===== src/rtl/mmio_master_pkg.sv =====
// Shared memory-stage types for the MMIO initiator and the block RAM.
// Contents:
//   MemType   - access width / signedness carried in the Signals bundle
//   Signals   - pipeline bundle consumed and produced by the MEM stage
//   MmioState - bus initiator FSM states
//   LaneMask  - byte strobes plus bit shift for one access
//   lane_mask - maps (memt, addr[1:0]) to a LaneMask
package mmio_master_pkg;

    localparam int MMIO_BIT_DEFAULT = 24;
    localparam int TIMEOUT_DEFAULT  = 255;

    typedef enum logic [2:0] {
        MT_B  = 3'd0,   // signed byte
        MT_H  = 3'd1,   // signed half
        MT_W  = 3'd2,   // word
        MT_BU = 3'd4,   // unsigned byte
        MT_HU = 3'd5    // unsigned half
    } MemType;

    // wdata carries the address into MEM and the result out of it.
    typedef struct packed {
        logic        memr;
        logic        memw;
        MemType      memt;
        logic        wback;
        logic [4:0]  rd;
        logic [31:0] reg2;
        logic [32:0] wdata;
    } Signals;

    typedef enum logic [1:0] {IDLE, REQ, RSP, DONE} MmioState;

    typedef struct packed {
        logic [3:0] strb;
        logic [4:0] shift;
    } LaneMask;

    function automatic LaneMask lane_mask(input MemType memt, input logic [1:0] addr_lo);
        LaneMask m;
        case (memt)
            MT_B, MT_BU: begin
                m.strb  = 4'b0001 << addr_lo;
                m.shift = {addr_lo, 3'b000};
            end
            // Halfwords ignore addr[0]: the lane is chosen by addr[1] alone.
            MT_H, MT_HU: begin
                m.strb  = addr_lo[1] ? 4'b1100 : 4'b0011;
                m.shift = addr_lo[1] ? 5'd16 : 5'd0;
            end
            default: begin
                m.strb  = 4'b1111;
                m.shift = 5'd0;
            end
        endcase
        return m;
    endfunction

endpackage


===== src/rtl/mmio_lane_align.sv =====
// Byte-lane alignment for MMIO accesses.
// Store side: strobe, shift and lane-shifted data from the live instruction.
// Load side : extracts the addressed byte/half from the raw read word and
//             sign- or zero-extends it according to the latched access type.
// Ports:
//   st_memt, st_addr_lo, st_reg2 -> st_strb, st_shift, st_wdata
//   ld_memt, ld_shift, ld_rdata  -> ld_result
module mmio_lane_align
    import mmio_master_pkg::*;
(
    input  MemType      st_memt,
    input  logic [1:0]  st_addr_lo,
    input  logic [31:0] st_reg2,
    output logic [3:0]  st_strb,
    output logic [4:0]  st_shift,
    output logic [31:0] st_wdata,
    input  MemType      ld_memt,
    input  logic [4:0]  ld_shift,
    input  logic [31:0] ld_rdata,
    output logic [31:0] ld_result
);

    LaneMask            mask;
    logic [31:0]        lane;
    logic signed [7:0]  lane_b;
    logic signed [15:0] lane_h;

    always_comb begin
        mask     = lane_mask(st_memt, st_addr_lo);
        st_strb  = mask.strb;
        st_shift = mask.shift;
        st_wdata = st_reg2 << mask.shift;

        lane   = ld_rdata >> ld_shift;
        lane_b = $signed(lane[7:0]);
        lane_h = $signed(lane[15:0]);
        case (ld_memt)
            MT_B:    ld_result = 32'(lane_b);
            MT_H:    ld_result = 32'(lane_h);
            MT_BU:   ld_result = {24'd0, lane[7:0]};
            MT_HU:   ld_result = {16'd0, lane[15:0]};
            default: ld_result = lane;
        endcase
    end

endmodule


===== src/rtl/mmio_master.sv =====
// MEM-stage bus initiator for the MMIO region (address bit MMIO_BIT set).
// Turns loads/stores into a valid/ready request, stalls the pipeline until
// the peripheral responds (or the timeout expires), then presents the
// aligned and extended result on o_signals.
// Ports:
//   clk, rst (async, active-low)
//   i_signals / o_signals  - MEM-stage bundle in, registered bundle out
//   o_stall                - hold upstream (combinational)
//   o_fault                - one-cycle pulse on bus error or timeout
//   m_req_*                - request channel (valid/ready)
//   m_rsp_*                - response channel (valid only)
module mmio_master
    import mmio_master_pkg::*;
#(
    parameter int MMIO_BIT       = MMIO_BIT_DEFAULT,
    parameter int TIMEOUT_CYCLES = TIMEOUT_DEFAULT
) (
    input  logic        clk,
    input  logic        rst,
    input  Signals      i_signals,
    output Signals      o_signals,
    output logic        o_stall,
    output logic        o_fault,
    output logic        m_req_valid,
    input  logic        m_req_ready,
    output logic [31:0] m_req_addr,
    output logic        m_req_we,
    output logic [3:0]  m_req_wstrb,
    output logic [31:0] m_req_wdata,
    input  logic        m_rsp_valid,
    input  logic [31:0] m_rsp_rdata,
    input  logic        m_rsp_err
);

    localparam int CNT_W = (TIMEOUT_CYCLES > 2) ? $clog2(TIMEOUT_CYCLES) : 1;

    MmioState           state_q, state_d;
    logic [CNT_W-1:0]   cnt_q;
    MemType             memt_q;
    logic [4:0]         shift_q;
    logic               fault_q;
    logic               claim, timeout;
    logic [3:0]         st_strb;
    logic [4:0]         st_shift;
    logic [31:0]        st_wdata, ld_result;
    Signals             rsp_sig, flt_sig;

    mmio_lane_align u_align (
        .st_memt    (i_signals.memt),
        .st_addr_lo (i_signals.wdata[1:0]),
        .st_reg2    (i_signals.reg2),
        .st_strb    (st_strb),
        .st_shift   (st_shift),
        .st_wdata   (st_wdata),
        .ld_memt    (memt_q),
        .ld_shift   (shift_q),
        .ld_rdata   (m_rsp_rdata),
        .ld_result  (ld_result)
    );

    always_comb begin
        claim   = (state_q == IDLE) && (i_signals.memr || i_signals.memw)
                  && i_signals.wdata[MMIO_BIT];
        timeout = (cnt_q == CNT_W'(TIMEOUT_CYCLES - 1));

        state_d = state_q;
        case (state_q)
            IDLE: if (claim) state_d = REQ;
            REQ:  if (timeout) state_d = DONE;
                  else if (m_req_ready) state_d = RSP;
            // A response arriving on the timeout cycle still completes normally.
            RSP:  if (m_rsp_valid || timeout) state_d = DONE;
            DONE: state_d = IDLE;
            default: state_d = IDLE;
        endcase

        // The instruction is still on i_signals (held by the stall), so the
        // result bundle is rebuilt from it with wdata replaced.
        rsp_sig       = i_signals;
        rsp_sig.wdata = m_req_we ? 33'd0 : {1'b0, ld_result};
        if (m_rsp_err) begin
            rsp_sig.wdata = 33'd0;
            rsp_sig.wback = 1'b0;
        end
        flt_sig       = i_signals;
        flt_sig.wdata = 33'd0;
        flt_sig.wback = 1'b0;

        // Reset must release the pipeline even while an MMIO op is presented.
        o_stall     = rst && (claim || state_q == REQ || state_q == RSP);
        m_req_valid = (state_q == REQ);
        o_fault     = (state_q == DONE) && fault_q;
    end

    always_ff @(posedge clk or negedge rst) begin
        if (!rst) begin
            state_q     <= IDLE;
            cnt_q       <= '0;
            memt_q      <= MT_B;
            shift_q     <= '0;
            fault_q     <= 1'b0;
            o_signals   <= '0;
            m_req_addr  <= '0;
            m_req_we    <= 1'b0;
            m_req_wstrb <= '0;
            m_req_wdata <= '0;
        end else begin
            state_q <= state_d;
            case (state_q)
                IDLE: begin
                    cnt_q   <= '0;
                    fault_q <= 1'b0;
                    if (claim) begin
                        m_req_addr  <= {i_signals.wdata[31:2], 2'b00};
                        m_req_we    <= i_signals.memw;
                        m_req_wstrb <= st_strb;
                        m_req_wdata <= i_signals.memw ? st_wdata : 32'd0;
                        memt_q      <= i_signals.memt;
                        shift_q     <= st_shift;
                    end else begin
                        o_signals <= i_signals;
                    end
                end
                REQ, RSP: begin
                    cnt_q <= cnt_q + 1'b1;
                    if (state_q == RSP && m_rsp_valid) begin
                        o_signals <= rsp_sig;
                        fault_q   <= m_rsp_err;
                    end else if (timeout) begin
                        o_signals <= flt_sig;
                        fault_q   <= 1'b1;
                    end
                end
                default: begin
                    cnt_q   <= '0;
                    fault_q <= 1'b0;
                end
            endcase
        end
    end

endmodule


===== config.mk =====
export PLATFORM = sky130hd
export DESIGN_NAME = mmio_master
export DESIGN_NICKNAME = d
export VERILOG_FILES = /design/src/rtl/mmio_master_pkg.sv /design/src/rtl/mmio_lane_align.sv /design/src/rtl/mmio_master.sv
export SDC_FILE = /design/constraint.sdc
export NUM_CORES = 1
export LEC_CHECK = 0
export CAP_MARGIN = 20
export CORE_MARGIN = 1
export CORE_UTILIZATION = 45
export DETAILED_ROUTE_END_ITERATION = 8
export PLACE_DENSITY = 0.76
export SYNTH_ARGS = -nofsm -noshare
export SYNTH_HDL_FRONTEND = slang
export SYNTH_HIERARCHICAL = 1
export SYNTH_SLANG_ARGS = --single-unit

===== constraint.sdc =====
create_clock -name clk -period 6.1 [get_ports clk]
set_input_delay 1.22 -clock clk [delete_from_list [all_inputs] [get_ports clk]]
set_output_delay 1.22 -clock clk [all_outputs]
set_load 0.005 [all_outputs]

== Word level (Yosys, flattened, before mapping) ==
Cells that the tools add are included.

* Bits in read-only memories: 0
* Bits in latches: 0
* Register bits: 162
* Output and inout port bits: 148
* Memories kept: 0
* Bits in writable memories: 0
* Word-level logic and storage cells: 75
* Bits of input ports: 113

* Multipliers: 0
* Add/subtract/negate cells: 1
* Reductions and logical operators: 19
* Div/mod/pow operators: 0
* Shift-type cells: 3
* Order comparisons: 0
* Eq/ne operators: 15
* Bitwise logic cells: 0
* Multiplexer cells: 21

{| class="wikitable"
|+ Operators by type and width
! operator !! count
|-
| $mux W76 || 3
|-
| $pmux W76 S2 || 1
|-
| $pmux W32 S4 || 1
|-
| $mux W32 || 3
|-
| $shl A32 B5 Y32 || 1
|-
| $shr A32 B5 Y32 || 1
|-
| $pmux W9 S2 || 1
|-
| $eq A3 B3 Y1 const B || 4
|-
| $add A8 B1 Y8 const B || 1
|-
| $eq A8 B8 Y1 const B || 1
|-
| $mux W2 || 4
|-
| $mux W8 || 1
|-
| $pmux W2 S4 || 1
|-
| $eq A3 B1 Y1 const B || 2
|-
| $logic_not A3 Y1 || 2
|-
| $ne A2 B2 Y1 const B || 3
|-
| $reduce_and A3 Y1 || 2
|-
| $reduce_or A2 Y1 || 3
|-
| $logic_and A1 B1 Y1 || 5
|-
| $mux W5 || 1
|-
| $eq A2 B2 Y1 const B || 2
|-
| $logic_or A1 B1 Y1 || 4
|-
| $mux W1 || 4
|-
| $mux W4 || 1
|-
| other kinds (7) || 7
|}

== Longest topological paths before layout ==
* Depth in word-level cells: 6
* Mapped depth: 10
* Gate-level depth less buffers: 7

== Modules after synthesis ==
The synthesis kept the hierarchy.

{| class="wikitable"
|+ By module, submodules not included
! module !! seq. area each (sq um) !! area an instance (sq um) !! cells each !! times used
|-
| mmio_master || 4053.9 || 6711.4 || 594 || 1
|-
| mmio_lane_align || 0.0 || 2546.2 || 365 || 1
|}

== Worst setup path before layout ==
No wires, ideal clock.

* Path type: input-to-output
* Start point: input port i_signals[74] (netlist bit)
* End point: output port o_stall
* Required time: 4.880 ns
* Buffers on the path: 1
* Slack: 2.965 ns
* Stages on the path: 4
* Data arrival time: 1.915 ns
* Cells stage by stage: buf_2 o21ai_1 nor2_2 o31a_1

* Cells in the longest elaborated chain, start to end: 6

{| class="wikitable"
|+ Ends and longest elaborated chain
! element !! line !! RTL
|-
| start: declaration || mmio_master.sv:20 || <nowiki>input Signals i_signals,</nowiki>
|-
| $logic_or A1 B1 Y1 || mmio_master.sv:62 || <nowiki>claim = (state_q == IDLE) && (i_signals.memr || i_signals.memw)</nowiki>
|-
| $logic_and A1 B1 Y1 || mmio_master.sv:62 ||
|-
| $logic_and A1 B1 Y1 || mmio_master.sv:63 || <nowiki>&& i_signals.wdata[MMIO_BIT];</nowiki>
|-
| $logic_or A1 B1 Y1 (2 in series) || mmio_master.sv:90 || <nowiki>o_stall = rst && (claim || state_q == REQ || state_q == RSP);</nowiki>
|-
| $logic_and A1 B1 Y1 || mmio_master.sv:90 ||
|-
| end: declaration || mmio_master.sv:22 || <nowiki>output logic o_stall,</nowiki>
|}

No other way between the ends.

== Worst setup path in the final report ==
Ends and elaborated chain as after synthesis.

==> flow_summary_export.csv <==
group,metric,value,unit
global_routing,grtUsageMet3,4.671,%
die,rows,52,
detailed_routing,via_per_inst,5.492,
pwr,power_switching,0.002590,W
hold_path,hold_class,"flip-flop to flip-flop",
synth,synth_area_leaders,"dfrtp_1 (44%), nand2_1 (12%), mux2_1 (6.0%), mux4_2 (5.1%), mux2_2 (4.7%)",
die,dieArea,0.02115,mm^2
timing,timing.hold.ws,0.4739,ns
placement,routabilityCongestion,0.9123,
detailed_routing,drc_errors,0,
global_routing,busiest_layer,"met2",
finish,diodes,0,
synth,synth_async_sr_flop_share,100.0,%
pwr,p_int,0.004109,W
timing,period_share,68.95,%
finish,multiInputGateArea,0.004753,mm^2
timing,slew_headroom,34.62,%
detailed_routing,drtPass1Iterations,6,
clock_tree,numCtsBuffers,17,
timing,hold_viol,0,
die,die_h,145.4,um
pwr,power_density,536.6,mW/mm^2
global_routing,grt_pass1_wl,43760,um
worst_setup_path,critPathArrivalTime,2.99,ns
timing,finalMaxSlewViolations,0,
clock_tree,cts.path.max_buffers,2,
global_routing,grt-ovfl-total,0,
worst_setup_path,critPathKind,"input port to output port",
synth,synth_cell_types,58,
finish,regArea,0.004054,mm^2
synth,ys_ff_latch,162,
placement,dp_hpwl,19500,um
finish,layout_common_cells,"nand2_1 (289), clkdlybuf4s50_1 (257), dfrtp_1 (162)",
clock_tree,clkLatencyLatePin,0.42,ns
timing,rsz0062_at_grt,"false",
finish,fin_nets,1300,
clock_tree,cts.sinks,162,
placement,place_ws,1.851,ns
timing,setup_viol,0,
die,fp.dieW,145.4,um
clock_tree,cts_resized,0,
pwr,ir_drop,431.8,uV
timing,skew,0.01000,ns
run,cap_violations,0,
detailed_routing,ant_nets,0,
clock_tree,clkSlewWorstSetupHoldPaths,0.07,ns
global_routing,antenna_found_initial,0,
finish,fillers,1693,
clock_tree,tritoncts,"done",
worst_setup_path,crit_path_start_kind,"input port",
global_routing,grt_util_all_layers,26.20,%
worst_setup_path,critPathRequiredTime,4.88,ns
synth,ys_seq_area_share,43.79,%
global_routing,grt_max_degree,86,
synth,synth_area_leader_cell,"dfrtp_1",
detailed_routing,wirelength,27340,um
detailed_routing,first_iter_violations,597,
die,pin_count,261,
die,core_area,0.02017,mm^2
finish,drive_gt1_share,9.883,%
clock_tree,htreeDepth,4,
finish,layout_commonest_cell,"nand2_1",
worst_setup_path,crit_path_max_fanout,36,
synth,synth-edff-count,0,
clock_tree,postCtsSetupBuffers,0,
synth,yosys_most_used_dff,"dfrtp_1",
clock_tree,root_buffer,"clkbuf_16",
die,initial_core_util,45.90,%
detailed_routing,vias,8040,
timing,period_minus_slack,4.206,ns
global_routing,grtUsageMet2,43.05,%
timing,tns,0,ns
finish,synthToLayoutAreaGrowth,34.86,%
timing,worst_slack,1.894,ns
global_routing,met1_usage,35.30,%
detailed_routing,wl_per_cell,18.67,um
placement,portBuffers,258,
synth,synthCells,959,
synth,avgSynthCellArea,9.653,um^2
global_routing,grt_pass1_vias,7864,
outcome,status,"finished, final reports clean",
synth,ys_warn_count,6,
pwr,share_seq_of_total_power,27.9,%
clock_tree,cts_hold_buf,0,
pwr,switching_share,38.66,%
pwr,leakage,5.436,nW
synth,synth_area,0.009258,mm^2
timing,tightestPinTransition,0.9796,ns
pwr,comb_power_share,55.8,%
worst_setup_path,end_kind,"output port",
pwr,clkPwrFrac,16.2,%
synth,synth_top_area_share,43.79,%
timing,max_freq,237.8,MHz
cell usage after synthesis (8+ instances only):
cell type  instances
a21oi_1           27
a22o_1            33
a31oi_1           10
and2_1             9
and3_1            11
buf_2              8
buf_4              8
buf_6              9
clkbuf_1          38
dfrtp_1          162
inv_1             11
mux2_1            49
mux2_2            39
mux2i_1           28
mux4_2            21
nand2_1          289
nand3_1           12
nor2_1            38
o211ai_1          15
o21ai_0           60
path summary, 6_finish.rpt:
kind / depth (start not counted) / end / slack, ns / start
setup / recovery: 6 / o_stall / 1.89 / i_signals[74]
hold / removal: 2 / m_req_addr[7] / 0.47 / m_req_addr[7]
setup reg to reg: 7 / o_signals[17] / 2.66 / shift_q[3]
hold reg to reg: 2 / m_req_addr[7] / 0.47 / m_req_addr[7]
max in group asynchronous: 2 / m_req_wdata[24] / 4.24 / rst
min in group asynchronous: 1 / m_req_wdata[20] / 0.71 / rst
critical path, cell delays in order:
cell	delay [ns]
clkdlybuf4s50_1	0.46
buf_4	0.34
o21ai_1	0.22
nor2_4	0.12
o31a_1	0.12
clkdlybuf4s50_1	0.49
flip-flops by register name, indices dropped and copies added, names as in the netlist:
name	cells
m_req_wdata	32
m_req_wstrb	4
cnt_q	8
memt_q	3
fault_q	1
m_req_addr	30
shift_q	5
o_signals	76
m_req_we	1
state_q	2
per-stage QoR:
| stage | total power, W | area, um^2 | util (%) | std cells |
|---|---|---|---|---|
| global route | 0.007124 | 12480 | 61.90 | 1464 |
| global placement | 0.005533 | 11890 | 58.94 | 1432 |
| finish | 0.006699 | 12480 | 61.90 | 1464 |
| detailed placement | 0.005611 | 11890 | 58.94 | 1432 |
| floorplan | 0.004179 | 9269 | - | 962 |
| CTS | 0.006723 | 12480 | 61.90 | 1464 |
layout make-up:
cell class,count,share of cell area (%)
Multi-Input combinational cell,715,38.07
Sequential cell,162,32.47
Timing Repair Buffer,270,21.52
Clock buffer,17,3.407
Tap cell,270,2.706
Clock inverter,15,1.373
Inverter,15,0.4510
power by group through the flow:
stage	combinational [W]	sequential [W]	clock [W]
6_report	0.00374	0.00187	0.00109
5_1_grt	0.00404	0.00194	0.00115
4_1_cts	0.00374	0.00187	0.00111
3_5_place_dp	0.00372	0.00189	0
3_3_place_gp	0.00366	0.00187	0
2_1_floorplan	0.00233	0.00185	0
logic make-up after synthesis:
| logic type | share of synthesized area, % |
|---|---|
| and+or+nand+nor | 17.27 |
| buffers and inverters | 5.217 |
| other | 0.08112 |
| muxes | 20.22 |
| xor gates and xnor gates | 0.5676 |
| AOI/OAI and AO/OA | 12.04 |
| DFF | 43.79 |
| adders and majority gates | 0.8109 |
metal layers:
layer,routed length (um),up-vias
li1,-,3772
met1,11880,3912
met3,1649,43
met5,0,-
met4,647,0
met2,13160,313
Note: power is estimated with default switching activity, not from simulation.
